File: config.mk
export PLATFORM = sky130hd
export DESIGN_NAME = rx_adc_ti_core_flat
export DESIGN_NICKNAME = d
export VERILOG_FILES = /design/src/rtl/rx_adc_ti_pkg.sv /design/src/rtl/rx_adc_ti_core_if.sv /design/src/rtl/rx_adc_quant.sv /design/src/rtl/rx_adc_ti_core.sv /design/src/flat_wrapper.sv
export SDC_FILE = /design/constraint.sdc
export NUM_CORES = 1
export LEC_CHECK = 0
export BUFFER_PORTS_ARGS = -buffer_cell sky130_fd_sc_hd__buf_2
export CORE_ASPECT_RATIO = 1.1
export CORE_MARGIN = 1
export CORE_UTILIZATION = 24
export CTS_BUF_LIST = sky130_fd_sc_hd__clkbuf_8 sky130_fd_sc_hd__clkbuf_16
export DETAILED_ROUTE_END_ITERATION = 16
export PLACE_DENSITY = 0.52
export SKIP_LAST_GASP = 1
export SLEW_MARGIN = 0
export SYNTH_ARGS = -nofsm -noshare
export SYNTH_HDL_FRONTEND = slang
export SYNTH_SLANG_ARGS = --single-unit
File: constraint.sdc
create_clock -name emu_clk -period 6.2 [get_ports emu_clk]
set_input_delay 0.93 -clock emu_clk [delete_from_list [all_inputs] [get_ports emu_clk]]
set_output_delay 0.93 -clock emu_clk [all_outputs]
set_load 0.02 [all_outputs]
File: src/rtl/rx_adc_ti_pkg.sv
// Shared helpers for the time-interleaved RX ADC emulation core.
// Latency: n/a (constants and pure functions only).
// Backpressure: n/a.
package rx_adc_ti_pkg;

    // Index width for n entries, never narrower than one bit.
    function automatic int clog2(input int n);
        int r;
        r = 0;
        while ((1 << r) < n) r++;
        return (r == 0) ? 1 : r;
    endfunction

    function automatic real pow2(input int e);
        real r;
        r = 1.0;
        if (e >= 0) begin
            for (int i = 0; i < e; i++) r = r * 2.0;
        end else begin
            for (int i = 0; i < -e; i++) r = r / 2.0;
        end
        return r;
    endfunction

    // Round to nearest, ties away from zero.
    function automatic int round_real(input real x);
        if (x >= 0.0) return $rtoi(x + 0.5);
        else          return -$rtoi(-x + 0.5);
    endfunction

    // Input-domain code of the mid-scale voltage.
    function automatic int calc_mid(input real v_p, input real v_n, input int in_exp);
        return round_real(((v_p + v_n) / 2.0) / pow2(in_exp));
    endfunction

    // Fixed-point gain from input LSBs to output LSBs, gain_frac fractional bits.
    function automatic int calc_gain(input real v_p, input real v_n, input int n_adc,
                                     input int in_exp, input int gain_frac);
        return round_real(pow2(n_adc) / (v_p - v_n) * pow2(in_exp) * pow2(gain_frac));
    endfunction

    // Clip v into the signed n-bit range.
    function automatic logic signed [63:0] saturate(input logic signed [63:0] v, input int n);
        logic signed [63:0] hi;
        logic signed [63:0] lo;
        hi = (64'sd1 <<< (n - 1)) - 64'sd1;
        lo = -(64'sd1 <<< (n - 1));
        if (v > hi)      return hi;
        else if (v < lo) return lo;
        else             return v;
    endfunction

endpackage

File: src/rtl/rx_adc_ti_core_if.sv
// Sample-in / frame-out bundle of the interleaved ADC core.
// Latency: n/a (wiring only).
// Backpressure: none; the frame side is a valid-only pulse.
// master drives the analog sample side, slave is the core.
interface rx_adc_ti_core_if
    import rx_adc_ti_pkg::*;
#(
    parameter int N_CH     = 16,
    parameter int N_ADC    = 8,
    parameter int IN_WIDTH = 18
) ();
    localparam int CH_W = clog2(N_CH);

    logic signed [IN_WIDTH-1:0] in_;
    logic                       in_valid;
    logic                       clk_val;
    logic                       align;
    logic [N_CH*N_ADC-1:0]      out;
    logic                       out_valid;
    logic                       out_invalid;
    logic [CH_W-1:0]            ch_ptr;

    modport master (
        output in_, in_valid, clk_val, align,
        input  out, out_valid, out_invalid, ch_ptr
    );

    modport slave (
        input  in_, in_valid, clk_val, align,
        output out, out_valid, out_invalid, ch_ptr
    );
endinterface

File: src/rtl/rx_adc_quant.sv
// Quantiser: (in - MID) * GAIN, round-half-up, add offset, clip to N_ADC bits.
// Latency: 1 cycle to the stage-1 register; stage-2 result is combinational from it.
// Backpressure: none; accepts one sample per cycle, never stalls.
// Ports: in_* carry the sample, its channel, in_valid flag and channel offset;
// out_* return the code with its channel/flag, out_sat marks a clipped valid sample.
module rx_adc_quant
    import rx_adc_ti_pkg::*;
#(
    parameter int IN_WIDTH  = 18,
    parameter int N_ADC     = 8,
    parameter int CH_W      = 4,
    parameter int GAIN_FRAC = 14,
    parameter int MID       = 0,
    parameter int GAIN      = 512
) (
    input  logic                       clk,
    input  logic                       rst_n,
    input  logic                       in_vld,
    input  logic signed [IN_WIDTH-1:0] in_dat,
    input  logic                       in_ok,
    input  logic [CH_W-1:0]            in_ch,
    input  logic signed [N_ADC-1:0]    in_off,
    output logic                       out_vld,
    output logic [CH_W-1:0]            out_ch,
    output logic signed [N_ADC-1:0]    out_dat,
    output logic                       out_ok,
    output logic                       out_sat
);
    // Full-precision product: one guard bit for the MID subtraction plus a 32-bit gain.
    localparam int PROD_W = IN_WIDTH + 1 + 32;
    localparam logic signed [63:0] RND = 64'sd1 <<< (GAIN_FRAC - 1);

    logic                       s1_vld_q, s1_vld_d;
    logic                       s1_ok_q,  s1_ok_d;
    logic [CH_W-1:0]            s1_ch_q,  s1_ch_d;
    logic signed [N_ADC-1:0]    s1_off_q, s1_off_d;
    logic signed [PROD_W-1:0]   prod_q,   prod_d;

    logic signed [IN_WIDTH:0]   diff;
    logic signed [63:0]         rounded;
    logic signed [63:0]         summed;
    logic signed [63:0]         clipped;

    // Stage 1: multiply; sideband is captured only with a sample.
    always_comb begin
        diff     = (IN_WIDTH+1)'(in_dat) - (IN_WIDTH+1)'(MID);
        s1_vld_d = in_vld;
        s1_ok_d  = in_vld ? in_ok  : s1_ok_q;
        s1_ch_d  = in_vld ? in_ch  : s1_ch_q;
        s1_off_d = in_vld ? in_off : s1_off_q;
        prod_d   = in_vld ? PROD_W'(diff) * PROD_W'(GAIN) : prod_q;
    end

    always_ff @(posedge clk or negedge rst_n) begin
        if (!rst_n) begin
            s1_vld_q <= 1'b0;
            s1_ok_q  <= 1'b0;
            s1_ch_q  <= '0;
            s1_off_q <= '0;
            prod_q   <= '0;
        end else begin
            s1_vld_q <= s1_vld_d;
            s1_ok_q  <= s1_ok_d;
            s1_ch_q  <= s1_ch_d;
            s1_off_q <= s1_off_d;
            prod_q   <= prod_d;
        end
    end

    // Stage 2: rounding and offset are done wide so only one clip is needed.
    always_comb begin
        rounded = (64'(prod_q) + RND) >>> GAIN_FRAC;
        summed  = rounded + 64'(s1_off_q);
        clipped = saturate(summed, N_ADC);
        out_vld = s1_vld_q;
        out_ch  = s1_ch_q;
        out_ok  = s1_ok_q;
        // A sample taken with in_valid low is stored as zero and never counts as clipped.
        out_dat = s1_ok_q ? clipped[N_ADC-1:0] : '0;
        out_sat = s1_vld_q & s1_ok_q & (clipped != summed);
    end

endmodule

File: src/rtl/rx_adc_ti_core.sv
// Time-interleaved RX ADC emulation: round-robin samples into N_CH channels, double-buffered frame.
// Latency: sampling edge in cycle 0 -> shadow write end of cycle 1 -> out/out_valid in cycle 2.
// Backpressure: none; events need >= 2 cycles spacing by construction, pipeline never stalls.
// Ports: emu_clk/emu_rst_n; io = sample inputs, align, frame outputs and ch_ptr;
// cfg_* program per-channel offsets; sat_clr clears sat_cnt; dt_req mirrors dt_req_max.
module rx_adc_ti_core
    import rx_adc_ti_pkg::*;
#(
    parameter int  N_CH      = 16,
    parameter int  N_ADC     = 8,
    parameter int  IN_WIDTH  = 18,
    parameter int  IN_EXP    = -12,
    parameter real V_REF_P   = 1.0,
    parameter real V_REF_N   = -1.0,
    parameter int  GAIN_FRAC = 14,
    parameter int  DT_WIDTH  = 27,
    parameter int  SAT_CNT_W = 16,
    localparam int CH_W      = clog2(N_CH)
) (
    input  logic                     emu_clk,
    input  logic                     emu_rst_n,
    rx_adc_ti_core_if.slave          io,
    input  logic                     cfg_we,
    input  logic [CH_W-1:0]          cfg_addr,
    input  logic signed [N_ADC-1:0]  cfg_data,
    input  logic                     sat_clr,
    input  logic [DT_WIDTH-1:0]      dt_req_max,
    output logic [DT_WIDTH-1:0]      dt_req,
    output logic [SAT_CNT_W-1:0]     sat_cnt,
    input  logic [DT_WIDTH-1:0]      emu_dt
);
    localparam int              MID     = calc_mid(V_REF_P, V_REF_N, IN_EXP);
    localparam int              GAIN    = calc_gain(V_REF_P, V_REF_N, N_ADC, IN_EXP, GAIN_FRAC);
    localparam logic [CH_W-1:0] LAST_CH = CH_W'(N_CH - 1);

    logic                            clk_prev_q,    clk_prev_d;
    logic [CH_W-1:0]                 ch_ptr_q,      ch_ptr_d;
    logic [N_CH-1:0][N_ADC-1:0]      offset_q,      offset_d;
    logic [N_CH-1:0][N_ADC-1:0]      shadow_q,      shadow_d;
    logic                            frame_bad_q,   frame_bad_d;
    logic [N_CH-1:0][N_ADC-1:0]      out_q,         out_d;
    logic                            out_valid_q,   out_valid_d;
    logic                            out_invalid_q, out_invalid_d;
    logic [SAT_CNT_W-1:0]            sat_cnt_q,     sat_cnt_d;

    logic                            sample_evt;
    logic [CH_W-1:0]                 samp_ch;
    logic                            q_vld;
    logic [CH_W-1:0]                 q_ch;
    logic signed [N_ADC-1:0]         q_code;
    logic                            q_ok;
    logic                            q_sat;

    // The granted timestep has no influence on this model.
    logic unused_emu_dt;
    assign unused_emu_dt = ^emu_dt;

    assign dt_req = dt_req_max;

    // An align in the sampling cycle steers that sample to channel 0.
    assign sample_evt = io.clk_val & ~clk_prev_q;
    assign samp_ch    = io.align ? '0 : ch_ptr_q;

    rx_adc_quant #(
        .IN_WIDTH  (IN_WIDTH),
        .N_ADC     (N_ADC),
        .CH_W      (CH_W),
        .GAIN_FRAC (GAIN_FRAC),
        .MID       (MID),
        .GAIN      (GAIN)
    ) u_quant (
        .clk     (emu_clk),
        .rst_n   (emu_rst_n),
        .in_vld  (sample_evt),
        .in_dat  (io.in_),
        .in_ok   (io.in_valid),
        .in_ch   (samp_ch),
        .in_off  (signed'(offset_q[samp_ch])),
        .out_vld (q_vld),
        .out_ch  (q_ch),
        .out_dat (q_code),
        .out_ok  (q_ok),
        .out_sat (q_sat)
    );

    always_comb begin
        clk_prev_d    = io.clk_val;
        ch_ptr_d      = ch_ptr_q;
        offset_d      = offset_q;
        shadow_d      = shadow_q;
        frame_bad_d   = frame_bad_q;
        out_d         = out_q;
        out_valid_d   = 1'b0;
        out_invalid_d = out_invalid_q;
        sat_cnt_d     = sat_cnt_q;

        if (sample_evt) begin
            ch_ptr_d = (samp_ch == LAST_CH) ? '0 : samp_ch + CH_W'(1);
        end else if (io.align) begin
            ch_ptr_d = '0;
        end

        // Offsets update after this cycle's sample has already captured the old value.
        if (cfg_we) begin
            offset_d[cfg_addr] = cfg_data;
        end

        // Align drops the partial frame first; an in-flight sample still lands afterwards.
        if (io.align) begin
            shadow_d    = '0;
            frame_bad_d = 1'b0;
        end

        if (q_vld) begin
            shadow_d[q_ch] = q_code;
            if (!q_ok) begin
                frame_bad_d = 1'b1;
            end
            if (q_ch == LAST_CH) begin
                out_d         = shadow_d;
                out_valid_d   = 1'b1;
                out_invalid_d = frame_bad_d;
                frame_bad_d   = 1'b0;
            end
        end

        // Clear wins over the old count but not over a clip in the same cycle.
        if (sat_clr) begin
            sat_cnt_d = q_sat ? SAT_CNT_W'(1) : '0;
        end else if (q_sat && (sat_cnt_q != '1)) begin
            sat_cnt_d = sat_cnt_q + SAT_CNT_W'(1);
        end
    end

    always_ff @(posedge emu_clk or negedge emu_rst_n) begin
        if (!emu_rst_n) begin
            clk_prev_q    <= 1'b0;
            ch_ptr_q      <= '0;
            offset_q      <= '0;
            shadow_q      <= '0;
            frame_bad_q   <= 1'b0;
            out_q         <= '0;
            out_valid_q   <= 1'b0;
            out_invalid_q <= 1'b0;
            sat_cnt_q     <= '0;
        end else begin
            clk_prev_q    <= clk_prev_d;
            ch_ptr_q      <= ch_ptr_d;
            offset_q      <= offset_d;
            shadow_q      <= shadow_d;
            frame_bad_q   <= frame_bad_d;
            out_q         <= out_d;
            out_valid_q   <= out_valid_d;
            out_invalid_q <= out_invalid_d;
            sat_cnt_q     <= sat_cnt_d;
        end
    end

    assign io.out         = out_q;
    assign io.out_valid   = out_valid_q;
    assign io.out_invalid = out_invalid_q;
    assign io.ch_ptr      = ch_ptr_q;
    assign sat_cnt        = sat_cnt_q;

endmodule

File: src/flat_wrapper.sv
// flat-port wrapper written by rule: the top's interface ports become plain ports
module rx_adc_ti_core_flat import rx_adc_ti_pkg::*;
#(
    parameter int  N_CH      = 16,
    parameter int  N_ADC     = 8,
    parameter int  IN_WIDTH  = 18,
    parameter int  IN_EXP    = -12,
    parameter real V_REF_P   = 1.0,
    parameter real V_REF_N   = -1.0,
    parameter int  GAIN_FRAC = 14,
    parameter int  DT_WIDTH  = 27,
    parameter int  SAT_CNT_W = 16,
    localparam int CH_W      = clog2(N_CH)
)
  (emu_clk, emu_rst_n, cfg_we, cfg_addr, cfg_data, sat_clr, dt_req_max, dt_req, sat_cnt, emu_dt, io_in_, io_in_valid, io_clk_val, io_align, io_out, io_out_valid, io_out_invalid, io_ch_ptr);
  rx_adc_ti_core_if #(.N_CH(N_CH), .N_ADC(N_ADC), .IN_WIDTH(IN_WIDTH)) io_i ();
  input  logic emu_clk;
  input  logic emu_rst_n;
  input  logic cfg_we;
  input  logic [CH_W-1:0] cfg_addr;
  input  logic signed [N_ADC-1:0] cfg_data;
  input  logic sat_clr;
  input  logic [DT_WIDTH-1:0] dt_req_max;
  output logic [DT_WIDTH-1:0] dt_req;
  output logic [SAT_CNT_W-1:0] sat_cnt;
  input  logic [DT_WIDTH-1:0] emu_dt;
  input wire logic [$bits(io_i.in_)-1:0] io_in_;
  input wire logic [$bits(io_i.in_valid)-1:0] io_in_valid;
  input wire logic [$bits(io_i.clk_val)-1:0] io_clk_val;
  input wire logic [$bits(io_i.align)-1:0] io_align;
  output wire logic [$bits(io_i.out)-1:0] io_out;
  output wire logic [$bits(io_i.out_valid)-1:0] io_out_valid;
  output wire logic [$bits(io_i.out_invalid)-1:0] io_out_invalid;
  output wire logic [$bits(io_i.ch_ptr)-1:0] io_ch_ptr;
  assign io_i.in_ = io_in_;
  assign io_i.in_valid = io_in_valid;
  assign io_i.clk_val = io_clk_val;
  assign io_i.align = io_align;
  assign io_out = io_i.out;
  assign io_out_valid = io_i.out_valid;
  assign io_out_invalid = io_i.out_invalid;
  assign io_ch_ptr = io_i.ch_ptr;
  rx_adc_ti_core #(.N_CH(N_CH), .N_ADC(N_ADC), .IN_WIDTH(IN_WIDTH), .IN_EXP(IN_EXP), .V_REF_P(V_REF_P), .V_REF_N(V_REF_N), .GAIN_FRAC(GAIN_FRAC), .DT_WIDTH(DT_WIDTH), .SAT_CNT_W(SAT_CNT_W)) u_core (.emu_clk(emu_clk), .emu_rst_n(emu_rst_n), .io(io_i), .cfg_we(cfg_we), .cfg_addr(cfg_addr), .cfg_data(cfg_data), .sat_clr(sat_clr), .dt_req_max(dt_req_max), .dt_req(dt_req), .sat_cnt(sat_cnt), .emu_dt(emu_dt));
endmodule
==> results.cfg <==
[yosys]
synth_edf_count = 0
synth_seq_cells = 428
synth-async-reset-ratio_pct = 100
ys.flop_type = dfrtp_1
syn_area_um2 = 19800
yosysSeqAreaShare_pct = 54.1
syn_nets = 1906
synth.avg_cell_area_um2 = 11.0
yosysWarnings = 0
synthesis.instances = 1792
ys_types = 63

[global_routing]
use_met3_pct = 2.10
grt_max_degree = 168
grt_overflow = 0
grt_pass1_wl_mm = 83.7
busiest_layer = met2
grt_use_total_pct = 12.8
met2_usage_pct = 20.9
grt_pass1_vias = 14000
antenna_found_initial = 0
met1_usage_pct = 17.5

[sta]
clock_skew_ns = 0.0261
hold_ws_ns = 0.437
fmax_mhz = 205
tns_ns = 0
drv_slew = 0
tightestPinTransition_ns = 1.13
setup_viol = 0
hold_viol_final = 0
setup_slack_ns = 1.33
max_slew_margin_pct = 24.7
rsz0062_at_grt = false
period_minus_slack_ns = 4.87
post-route-period-util_pct = 78.5

[power]
pwr-share-seq_pct = 42.5
power_density_nw_per_um2 = 321
p_sw_share_pct = 28.3
internal-power_mw = 5.37
clkPwrFrac_pct = 41.8
power_frac_comb_pct = 15.7
p_leak_nw = 9.80
finalPower_mw = 7.48
irDropWorstVdd_uv = 246
switchingPower_mw = 2.11

[placement]
gp_congestion = 0.767
dpl.cell_count = 2903
dp_hpwl_mm = 34.5
place_ws_ns = 1.29
numPortBuffers = 182

[job]
cap_violations = 0

[worst_hold_path]
hp-class = in -> async

[worst_setup_path]
cp_max_fo = 27
worst-setup-path-type = reg -> reg
critical_path.endpoint_type = register
crit_arrival_ns = 5.38
worstPathRequired_ns = 6.71
cp-start-kind = register

[clock_network]
clk_latency_ns = 0.61
root_buffer = clkbuf_16
cts_resized = 0
cts_hold_buf = 0
htreeDepth = 2
cts.path.max_buffers = 3
clk_pin_slew_ns = 0.06
cts_tree = built
cts_buffers = 50
cts_setup_buffers = 0
clkSinkCount = 428

[detailed_routing]
dr.pass1.iters = 5
wl_mm = 54.4
drt_iter0_markers = 826
routed_via_density = 4.65
drcViolationCount = 0
route.vias.total = 13900
wl_per_cell_um = 18.2
ant_nets = 0

[final_layout]
layout-drive-gt1-share_pct = 25.9
fillerInstances = 8512
syn2layout_area_growth_pct = 17.9
regArea_um2 = 10700
final_common_cell = dfrtp_1
final_cell_mix = 428 x dfrtp_1, 227 x nand2_1, 180 x buf_2
diodes = 0
final-instance-count-excl-fill = 2994
multi_input_area_um2 = 7970
num-nets-final = 2005

[status]
outcome = finished, final reports clean

[floorplan]
initial_core_util_pct = 24.2
die_h_um = 303
rows = 110
die_area_um2 = 83600
ios = 268
core_area_um2 = 81800
die_w_um = 276
==> Yosys cell counts (27+ instances only) <==
cell	instances	area [um^2]
inv_1	110	413
mux2_2	135	1520
buf_4	27	203
o41ai_1	106	928
mux4_2	35	788
a21oi_1	37	185
nand3b_1	123	923
nor2_1	58	218
dfrtp_1	428	10700
o21ai_0	136	681
nand2_1	228	856
clkbuf_1	110	413
==> through the flow <==
step	util (%)	cell area [um^2]
5_1_grt	28.5	23300
2_1_floorplan	-	19800
3_3_place_gp	26.4	21600
6_report	28.5	23300
3_5_place_dp	26.4	21600
4_1_cts	28.5	23300
==> critical path: stages (launching register included) <==
cell	delay (ns)
dfrtp_1	0.42
and3_1	0.19
and2_1	0.16
and3_1	0.24
nand2_1	0.09
xnor2_1	0.13
ha_1	0.39
a21oi_1	0.14
o21ai_1	0.37
nor2_1	0.09
a211oi_2	0.34
nand3b_1	0.13
or4_1	0.48
ha_1	0.43
nand3_1	0.14
o22a_4	0.38
or4_1	0.51
a21oi_1	0.16
==> routing by layer <==
layer,part of all wire [%],vias to the layer above
met5,0,-
met4,2.0,0
met3,4.4,68
met2,47,323
met1,46,7011
li1,-,6525
==> path summary, 6_finish.rpt <==
path | startpoint | end | slack [ns] | cells after the start
worst max-delay path | u_core.u_quant.prod_q[15] | u_core.sat_cnt[5] | 1.33 | 17
worst min-delay path | emu_rst_n | u_core.shadow_q[76] | 0.44 | 1
worst max register to register | u_core.u_quant.prod_q[15] | u_core.sat_cnt[5] | 1.33 | 17
worst min register to register | u_core.io.out[107] | u_core.io.out[107] | 0.46 | 2
max in group asynchronous | emu_rst_n | u_core.offset_q[95] | 4.26 | 2
min in group emu_clk | io_clk_val | u_core.clk_prev_q | 0.46 | 1
==> area by class of cell <==
type | instances | share of cell area, %
Clock inverter | 29 | 1.48
Inverter | 114 | 1.83
Clock buffer | 62 | 6.07
Timing Repair Buffer | 206 | 4.85
Multi-Input combinational cell | 1091 | 34.2
Tap cell | 1064 | 5.71
Sequential cell | 428 | 45.9
==> state kept, by name, indices dropped and copies added (netlist names), 4 cells and up <==
| name | flops |
|---|---|
| u_core.io.out | 128 |
| u_core.offset_q | 128 |
| u_core.shadow_q | 120 |
| u_core.sat_cnt | 16 |
| u_core.u_quant.prod_q | 14 |
| u_core.u_quant.s1_off_q | 8 |
| u_core.io.ch_ptr | 4 |
| u_core.u_quant.out_ch | 4 |
==> cell families after synthesis <==
logic type | after synthesis | share of synthesized area (%)
compound gates | 344 | 11.6
xor+xnor | 22 | 0.973
fa+ha+maj | 23 | 1.49
buf+inv | 273 | 5.85
flops | 428 | 54.1
mux | 175 | 11.9
simple gates | 527 | 14.0
==> power by group through the flow <==
stage	Sequential [mW]	Clock (mW)	Combinational, mW
2_1_floorplan	3.17	0	0.811
5_1_grt	3.21	3.34	1.31
4_1_cts	3.18	3.24	1.21
3_5_place_dp	3.23	0	1.20
6_report	3.18	3.13	1.18
3_3_place_gp	3.21	0	1.17
(Power assumes the default switching activity.)
